[src/rtl/cordic_vectoring_iter.sv]
// Iterative CORDIC vectoring engine: one micro-rotation per clock on first-quadrant
// magnitudes, with the stripped input signs folded back into the final angle.
module cordic_vectoring_iter #(
    parameter int DATA_WIDTH  = 16,
    parameter int ANGLE_WIDTH = 16,
    parameter int ITER        = 14
) (
    input  logic                   clk,
    input  logic                   rst,
    input  logic                   in_valid,
    output logic                   in_ready,
    input  logic [DATA_WIDTH-1:0]  x_in,
    input  logic [DATA_WIDTH-1:0]  y_in,
    input  logic                   x_neg,
    input  logic                   y_neg,
    output logic                   out_valid,
    input  logic                   out_ready,
    output logic [DATA_WIDTH:0]    mag_out,
    output logic [ANGLE_WIDTH-1:0] angle_out
);

    localparam int XW = DATA_WIDTH + 2;
    localparam int CW = $clog2(ITER + 1);

    localparam logic [CW-1:0]          ITER_END = CW'(ITER);
    localparam logic [ANGLE_WIDTH-1:0] PI       = {1'b1, {(ANGLE_WIDTH-1){1'b0}}};

    typedef enum logic [1:0] {
        S_IDLE,
        S_RUN,
        S_DONE
    } state_t;

    typedef logic [ANGLE_WIDTH-1:0] atan_tab_t [ITER];

    // atan(2^-k) in angle units where +pi == 2^(ANGLE_WIDTH-1); the 16-bit table is
    // rescaled with rounding, and deep entries beyond it use atan(e) ~= e.
    function automatic atan_tab_t gen_atan();
        atan_tab_t t;
        longint    base;
        longint    v;
        for (int k = 0; k < ITER; k++) begin
            case (k)
                0:       base = 8192;
                1:       base = 4836;
                2:       base = 2555;
                3:       base = 1297;
                4:       base = 651;
                5:       base = 326;
                6:       base = 163;
                7:       base = 81;
                8:       base = 41;
                9:       base = 20;
                10:      base = 10;
                11:      base = 5;
                12:      base = 3;
                13:      base = 1;
                default: base = 0;
            endcase
            if (k >= 14)
                v = ((longint'(1) << (ANGLE_WIDTH - 1 - k)) * 2000000 + 3141593) / 6283186;
            else if (ANGLE_WIDTH >= 16)
                v = base << (ANGLE_WIDTH - 16);
            else
                v = (base + (longint'(1) << (15 - ANGLE_WIDTH))) >> (16 - ANGLE_WIDTH);
            t[k] = v[ANGLE_WIDTH-1:0];
        end
        return t;
    endfunction

    localparam atan_tab_t ATAN = gen_atan();

    state_t                  r_state;
    logic signed [XW-1:0]    r_x;
    logic signed [XW-1:0]    r_y;
    logic [ANGLE_WIDTH-1:0]  r_z;
    logic [CW-1:0]           r_iter;
    logic                    r_x_neg;
    logic                    r_y_neg;
    logic                    r_zero;
    logic                    r_in_ready;
    logic                    r_out_valid;
    logic [DATA_WIDTH:0]     r_mag;
    logic [ANGLE_WIDTH-1:0]  r_angle;

    logic signed [XW-1:0]    w_x_sh;
    logic signed [XW-1:0]    w_y_sh;
    logic [ANGLE_WIDTH-1:0]  w_atan;
    logic                    w_y_pos;
    logic signed [XW-1:0]    w_x_next;
    logic signed [XW-1:0]    w_y_next;
    logic [ANGLE_WIDTH-1:0]  w_z_next;
    logic [ANGLE_WIDTH-1:0]  w_a;
    logic [ANGLE_WIDTH-1:0]  w_angle;

    // Both shifts see the pre-update x/y, so the micro-rotation is a true 2x2 step.
    assign w_x_sh  = r_x >>> r_iter;
    assign w_y_sh  = r_y >>> r_iter;
    assign w_atan  = (r_iter < ITER_END) ? ATAN[r_iter] : '0;
    assign w_y_pos = ~r_y[XW-1];

    assign w_x_next = w_y_pos ? (r_x + w_y_sh) : (r_x - w_y_sh);
    assign w_y_next = w_y_pos ? (r_y - w_x_sh) : (r_y + w_x_sh);
    assign w_z_next = w_y_pos ? (r_z + w_atan) : (r_z - w_atan);

    // Quadrant fold-back, all modulo 2^ANGLE_WIDTH so +pi lands on -pi.
    assign w_a     = r_x_neg ? (PI - r_z) : r_z;
    assign w_angle = r_y_neg ? ({ANGLE_WIDTH{1'b0}} - w_a) : w_a;

    // NOTE: the datapath is reset along with the FSM so an aborted sample leaves no residue.
    always_ff @(posedge clk or posedge rst) begin
        if (rst) begin
            r_state     <= S_IDLE;
            r_x         <= '0;
            r_y         <= '0;
            r_z         <= '0;
            r_iter      <= '0;
            r_x_neg     <= 1'b0;
            r_y_neg     <= 1'b0;
            r_zero      <= 1'b0;
            r_in_ready  <= 1'b1;
            r_out_valid <= 1'b0;
            r_mag       <= '0;
            r_angle     <= '0;
        end else begin
            case (r_state)
                S_IDLE: begin
                    if (in_valid && r_in_ready) begin
                        r_x        <= {2'b00, x_in};
                        r_y        <= {2'b00, y_in};
                        r_z        <= '0;
                        r_iter     <= '0;
                        r_x_neg    <= x_neg;
                        r_y_neg    <= y_neg;
                        r_zero     <= (x_in == '0) && (y_in == '0);
                        r_in_ready <= 1'b0;
                        r_state    <= S_RUN;
                    end
                end
                S_RUN: begin
                    if (r_iter == ITER_END) begin
                        r_mag       <= r_zero ? '0 : r_x[DATA_WIDTH:0];
                        r_angle     <= r_zero ? '0 : w_angle;
                        r_out_valid <= 1'b1;
                        r_state     <= S_DONE;
                    end else begin
                        r_x    <= w_x_next;
                        r_y    <= w_y_next;
                        r_z    <= w_z_next;
                        r_iter <= r_iter + 1'b1;
                    end
                end
                S_DONE: begin
                    if (out_ready) begin
                        r_out_valid <= 1'b0;
                        r_in_ready  <= 1'b1;
                        r_state     <= S_IDLE;
                    end
                end
                default: begin
                    r_out_valid <= 1'b0;
                    r_in_ready  <= 1'b1;
                    r_state     <= S_IDLE;
                end
            endcase
        end
    end

    assign in_ready  = r_in_ready;
    assign out_valid = r_out_valid;
    assign mag_out   = r_mag;
    assign angle_out = r_angle;

endmodule

[config.mk]
export PLATFORM = sky130hd
export DESIGN_NAME = cordic_vectoring_iter
export DESIGN_NICKNAME = d
export VERILOG_FILES = /design/src/rtl/cordic_vectoring_iter.sv
export SDC_FILE = /design/constraint.sdc
export NUM_CORES = 1
export LEC_CHECK = 0
export CAP_MARGIN = 25
export CORE_ASPECT_RATIO = 1.75
export CORE_UTILIZATION = 56
export CTS_BUF_LIST = sky130_fd_sc_hd__clkbuf_4
export DETAILED_ROUTE_END_ITERATION = 10
export GPL_ROUTABILITY_DRIVEN = 0
export MAX_ROUTING_LAYER = met4
export PLACE_DENSITY = 0.87
export SLEW_MARGIN = 0
export SYNTH_ARGS = -nofsm -noshare
export SYNTH_HDL_FRONTEND = slang
export SYNTH_SLANG_ARGS = --single-unit
[constraint.sdc]
create_clock -name clk -period 7.3 [get_ports clk]
set_input_delay 2.19 -clock clk [delete_from_list [all_inputs] [get_ports clk]]
set_output_delay 2.19 -clock clk [all_outputs]
set_load 0.02 [all_outputs]
After elaboration in Yosys (flattened, before gate mapping)
Memories as Yosys holds them, arrays and structs flattened.
Index checks and enable logic that the tools add are counted.
{ "totals": {"regBits": 96, "latch_bits": 0, "mem_bits_rw": 0, "mem_bits_ro": 256, "in_bits": 38, "output_inout_bits": 35, "wordCells": 80, "n_memories": 1} }
{ "mem_list": {"columns": ["name", "words", "width", "rd", "rd_ports_with_merged_regs", "wr", "line", "rtl"], "rows": [
  ["(name not given)", 16, 16, 1, 0, 0, "99", "assign w_atan = (r_iter < ITER_END) ? ATAN[r_iter] : '0;"]
]} }
{ "classes": {"addsub": 9, "multipliers": 0, "n_div": 0, "order_cmp": 2, "n_eq_ne": 7, "shift": 2, "n_mux": 32, "bitwise_logic": 3, "n_reduce_logical": 12} }
{ "op_table": {"columns": ["cell", "count"], "rows": [
  ["2-to-1 mux 16 bit", 9],
  ["2-to-1 mux 18 bit", 6],
  ["one-hot mux 18 bit (2 select lines)", 2],
  ["adder 18 bit", 2],
  [">>> shifter 18 x 4 -> 18 bit", 2],
  ["subtractor 18 bit", 2],
  ["logical NOT 16 bit", 2],
  ["one-hot mux 16 bit (2 select lines)", 1],
  ["2-to-1 mux 17 bit", 1],
  ["adder 16 bit", 1],
  ["subtractor 1 x 16 -> 16 bit (first input constant)", 1],
  ["subtractor 16 bit", 1],
  ["subtractor 16 bit (first input constant)", 1],
  ["AND reduction 3 bit", 4],
  ["2-to-1 mux 4 bit", 2],
  ["inequality test 2 bit (second input constant)", 4],
  ["one-hot mux 4 bit (2 select lines)", 1],
  ["2-to-1 mux 2 bit", 3],
  ["one-hot mux 1 bit (3 select lines)", 2],
  ["one-hot mux 2 bit (3 select lines)", 1],
  ["greater-or-equal comparator 5 bit (second input constant)", 1],
  ["inverter 4 -> 5 bit", 1],
  ["adder 4 x 1 -> 4 bit (second input constant)", 1],
  ["equality test 4 bit (second input constant)", 1],
  ["9 further kinds", 15]
]} }

Longest topological paths before layout
{ "depth": {"ltp_word": 9, "ltp_mapped": 23, "mapped_depth_nobuf": 20} }

Worst setup path after synthesis
No wires, ideal clock.
{ "synth_timing": {"kind": "register -> register", "from": "register r_iter[0]", "to": "register r_y[17]", "setup_time_ps": 137, "t_arrival_ps": 4734, "required_ps": 7163, "slack_ps": 2429, "path_stages_with_launch": 21, "path_buffers": 3, "synth_period_minus_slack_ps": 4871, "cell_sequence": "dfrtp_1 > buf_4 > buf_4 > buf_2 > mux2_2 > mux4_2 > o21ai_0 > ha_1 > nor2b_1 > nor2b_1 > a21oi_1 > xor2_1 > ha_1 > a21o_1 > a21oi_1 > o21ai_0 > a2111oi_0 > o31a_1 > o21ai_0 > xnor2_1 > o22ai_1"} }
{ "synth_between": {"elab_chain_cells": 5, "word_cells_on_any_way": 9, "classes_between": "add/sub: 2; eq/ne: 2; shift: 1; mux: 3; reduce/logical: 1"} }
{ "synth_rtl": {"columns": ["element", "line", "rtl"], "rows": [
  ["from (decl)", "77", "logic [CW-1:0] r_iter;"],
  ["from (signal assigned)", "150", "r_iter <= r_iter + 1'b1;"],
  [">>> shifter 18 x 4 -> 18 bit", "97", "assign w_x_sh = r_x >>> r_iter;"],
  ["subtractor 18 bit / adder 18 bit (equally long branches)", "103", "assign w_y_next = w_y_pos ? (r_y - w_x_sh) : (r_y + w_x_sh);"],
  ["2-to-1 mux 18 bit", "103", null],
  ["2-to-1 mux 18 bit", "141", "if (r_iter == ITER_END) begin"],
  ["one-hot mux 18 bit (2 select lines)", "126", "case (r_state)"],
  ["to (signal assigned)", "130", "r_y <= {2'b00, y_in};"],
  ["to (signal assigned)", "148", "r_y <= w_y_next;"],
  ["to (decl)", "75", "logic signed [XW-1:0] r_y;"]
]} }
Parallel ways exist; a longest one is shown, timed or not. The select of a mux whose other input is x is not followed.
A chain may end at the register's enable or synchronous reset.

Final worst setup path
{ "layout_timing": {"from": "register r_iter[1]", "to": "register r_z[15]"} }
{ "layout_between": {"elab_chain_cells": 9, "word_cells_on_any_way": 14, "classes_between": "add/sub: 2; order compare: 1; eq/ne: 2; mux: 6; bitwise: 1; reduce/logical: 1; memory: 1"} }
{ "layout_rtl": {"columns": ["element", "line", "rtl"], "rows": [
  ["inverter 4 -> 5 bit (not written as such)", "99", null],
  ["memory read (16 x 16 bit)", null, null],
  ["2-to-1 mux 16 bit (not written as such) (2 in a row)", "99", null],
  ["2-to-1 mux 16 bit", "99", null],
  ["adder 16 bit / subtractor 16 bit (equally long branches)", "104", "assign w_z_next = w_y_pos ? (r_z + w_atan) : (r_z - w_atan);"],
  ["2-to-1 mux 16 bit", "104", null],
  ["2-to-1 mux 16 bit", "141", null],
  ["one-hot mux 16 bit (2 select lines)", "126", null],
  ["to (signal assigned)", "149", "r_z <= w_z_next;"],
  ["to (decl)", "76", "logic [ANGLE_WIDTH-1:0] r_z;"]
]} }
Parallel ways exist; a longest one is shown, timed or not. The select of a mux whose other input is x is not followed.

==> results.md <==
- DRT iter0 DRCs: 875
- Ports: 73
- Reg2reg end: r_z[15]$_DFFE_PP0P_
- WP buf/inv: 3
- Share of layout cells above drive strength 1: between 8 and 9%
- Post-Synth Adder-Cell Area: 7.88%
- Synthesis Warnings: 0
- Post-CTS sizing: 0
- DIE AREA: 18700 um2
- Core area: 17600 um2
- Family with the most delay on the worst path: compound AO/OA/AOI/OAI gates
- Post-synth top area cell: dfrtp_1
- EDFF count, synth: 0
- Ys async rst share: between 90% and 100%
- CP max-delay cell: clkinv_1
- Hold Crit Depth: 2
- TritonCTS clock tree: built
- Via density: 6.63
- Final ANT Viol Nets: 0
- Post-CTS setup buffer count: 0
- DR vias: 9840
- Syn Nets: 1328
- Die X: 104 um
- Die Y: 180 um
- Port Buffers: 72
- Simple-Gate Fraction of Synth Area: 19.1%
- Finished Core Util: 62.9%
- Worst R2R Setup Slack: 1.37 ns
- Hold Vio Cnt, Final: 0
- Root buffer cell: clkbuf_4
- Hold EP: angle_out[11]$_DFFE_PP0P_
- Yosys reg bits: 96
- Mux share of post-synthesis cell area: a little over an eighth
- Tmin final: 5.93 ns
- Period utilisation layout: 81.2%
- Post-DP HPWL: 21900 um
- Starting Density: a little under three fifths
- CP Launch Point: r_iter[1]$_DFFE_PP0P_
- Setup TNS Final: 0 ns
- Mapped Area: 10100 um2
- WS Path Type: reg -> reg
- First-pass GRT wire length: around 48000 um
- Critical-path cell list: buf_4, clkinv_1, ha_1, nor2_1, o211a_1, a31oi_1, ha_1, nand2_1, nor3_1, nor2_1, xnor2_1, ha_1, a211oi_1, inv_1, o311ai_0, a21oi_1, a41oi_1, a21oi_1, xnor2_1, a21oi_1, o22ai_1
- Area Overhead vs Synth: 9.31%
- Longest Clk Path Bufs: 2
- Worst-Margin Slew: between 1 and 1.5 ns
- Max Cap Viol: 0
- DR WL met3: 2260 um
- Clk sink count: 96
- Num CTS Buffers: 9
- Vias in the first global route: 9699
- Final Net Count: 1348
- Hold-fix buffers, CTS: 0
- Reg2reg start: r_iter[1]$_DFFE_PP0P_
- DRC: 0
- Grt ovf: 0
- Slowest cell delay on critical path: 0.65 ns
- Synth top area share: 23.5%
- Startpoint types: flop
- Main combinational cell family by area after synthesis: compound AO/OA/AOI/OAI gates
- Worst Reg-to-Reg Cells: 21
- Gr usage total: around a third
- M1 wire length: 10300 um
- Post-Route Skew: 0.0399 ns
- Post-DR wirelength/cell: roughly 20 um
- Synth Flop Type: dfrtp_1
- First-pass iteration count of the detailed router: 5
- CTS H-tree lvls: 3
- CP Data Required Time: 7.71 ns
- Clk Latency, worst-skew pair: 0.51 ns
- Largest cells by area after synthesis: dfrtp_1, mux4_2, ha_1
- Seq/Total Area, Yosys: 23.7%
- Final setup vio count: 0
- XOR/XNOR Fraction of Synth Area: under 10%
- CP max FO: 41
- Avg Synthesized Cell Area: 8.25 um2
- Post-synth cell types: 75
- Initial antenna violation count: 1
- Syn Inst Count: 1228
- Row count: 64
- Largest net degree at the start of global routing: 67
- Max layer used: met4
- Post-synthesis compound-gate area fraction: 21.7%
- Slew margin rel.: 30.4%
- Worst hold path class: reg -> reg
- Hold Path Origin: angle_out[11]$_DFFE_PP0P_
- Crit path DAT: 6.34 ns
- Crit. End Element: flop
- Outcome: completed
- Slew Viols, Final: 0
- Clock transition at the registers of the reported paths: 0.20 ns
- Fmax: about 170 MHz
- RSZ-0062 raised after global routing: no
- Post-Route WL: about 30000 um
- Met2 WL: around 15000 um
[layer usage]
metal  GRT usage [%]  vias to the layer above
li1                -                     4508
met5               -                        -
met3            6.67                      208
met2            55.3                      526
met1            33.8                     4598
met4            29.0                        0
[cells in the final DEF (no fill, tap or decap), types with 9 or more instances in the layout]
| cell | instances |
|---|---|
| o21ai_0 | 104 |
| or3_1 | 19 |
| xnor2_1 | 69 |
| nor4_1 | 11 |
| and3_1 | 9 |
| ha_1 | 59 |
| nor2_1 | 110 |
| mux2_2 | 19 |
| o22ai_1 | 10 |
| nor3_1 | 29 |
| inv_1 | 32 |
| nand3_1 | 16 |
| o31ai_1 | 14 |
| buf_4 | 13 |
| a22o_1 | 14 |
| clkdlybuf4s50_1 | 72 |
| mux2i_1 | 38 |
| clkbuf_4 | 10 |
| o21a_1 | 10 |
| a31oi_1 | 24 |
| a21oi_1 | 88 |
| xor2_1 | 37 |
| dfrtp_1 | 93 |
| nand2b_1 | 30 |
| a21o_1 | 14 |
| nor2b_1 | 16 |
| mux4_2 | 35 |
| a211oi_1 | 9 |
| nand2_1 | 133 |
[stage by stage]
step                setup slack, ns  instances  hold slack [ns]  area (um2)
floorplan                      2.43       1228            0.493       10100
global placement               1.76       1467            0.461       10900
detailed placement             1.56       1467            0.465       10900
CTS                            1.50       1483            0.507       11100
global route                  0.911       1485            0.531       11100
finish                         1.37       1485            0.500       11100
[cell families after synthesis]
family	after synthesis
buffers and inverters	114
AOI/OAI and AO/OA	349
muxes	92
adders and majority gates	62
and+or+nand+nor	408
DFF	96
xor gates and xnor gates	107
[Yosys cell counts (all sizes together) (3+ instances only)]
master	n
a2111oi	3
a211oi	9
a21boi	3
a21o	15
a21oi	88
a22o	14
a22oi	5
a31oi	24
a32o	3
a41oi	5
and2	6
and3	9
buf	30
clkbuf	47
clkinv	4
dfrtp	95
fa	3
ha	59
inv	33
mux2	19
mux2i	38
mux4	35
nand2	134
nand2b	31
nand3	16
nand3b	4
nand4	4
nor2	110
nor2b	16
nor3	29
nor3b	4
nor4	11
o211ai	6
o21a	10
o21ai	105
o21bai	6
o22ai	10
o31a	5
o31ai	16
o41ai	4
or2	7
or3	21
xnor2	69
xor2	38
[worst reg2reg max path: cells and delay by family (launching register included)]
family / cells / cell delay (ns)
buffers and inverters: 3 / 1.18
xor gates and xnor gates: 2 / 0.36
DFF: 1 / 0.37
AOI/OAI and AO/OA: 9 / 2.10
and+or+nand+nor: 4 / 0.69
adders and majority gates: 3 / 1.18
[area by class of cell]
cell class | count | area, um2
antenna | 1 | 2.50
clock buffer | 9 | 67.6
clock inverter | 7 | 81.3
fill | 1458 | 6540
inverter | 37 | 141
multi-input combinational | 1018 | 7260
sequential | 96 | 2410
tap | 231 | 289
timing repair buffer | 86 | 826
[sequential cells by signal, indices dropped and copies added (netlist names), 2 cells and up]
signal / cells
r_state: 2
r_y: 18
r_iter: 4
angle_out: 16
r_z: 16
mag_out: 17
r_x: 18
[how the worst max path moves through the flow]
stage / end / cells after the start
after floorplan: r_y[17]$_DFFE_PP0P_ / 20
after global placement: r_z[15]$_DFFE_PP0P_ / 21
after detailed placement: r_z[15]$_DFFE_PP0P_ / 21
after CTS: r_z[15]$_DFFE_PP0P_ / 21
after global routing: r_z[15]$_DFFE_PP0P_ / 21
final: r_z[15]$_DFFE_PP0P_ / 21
Power is not shown: default switching activity piles up to over one toggle a cycle in this logic, so the estimate is an artifact.
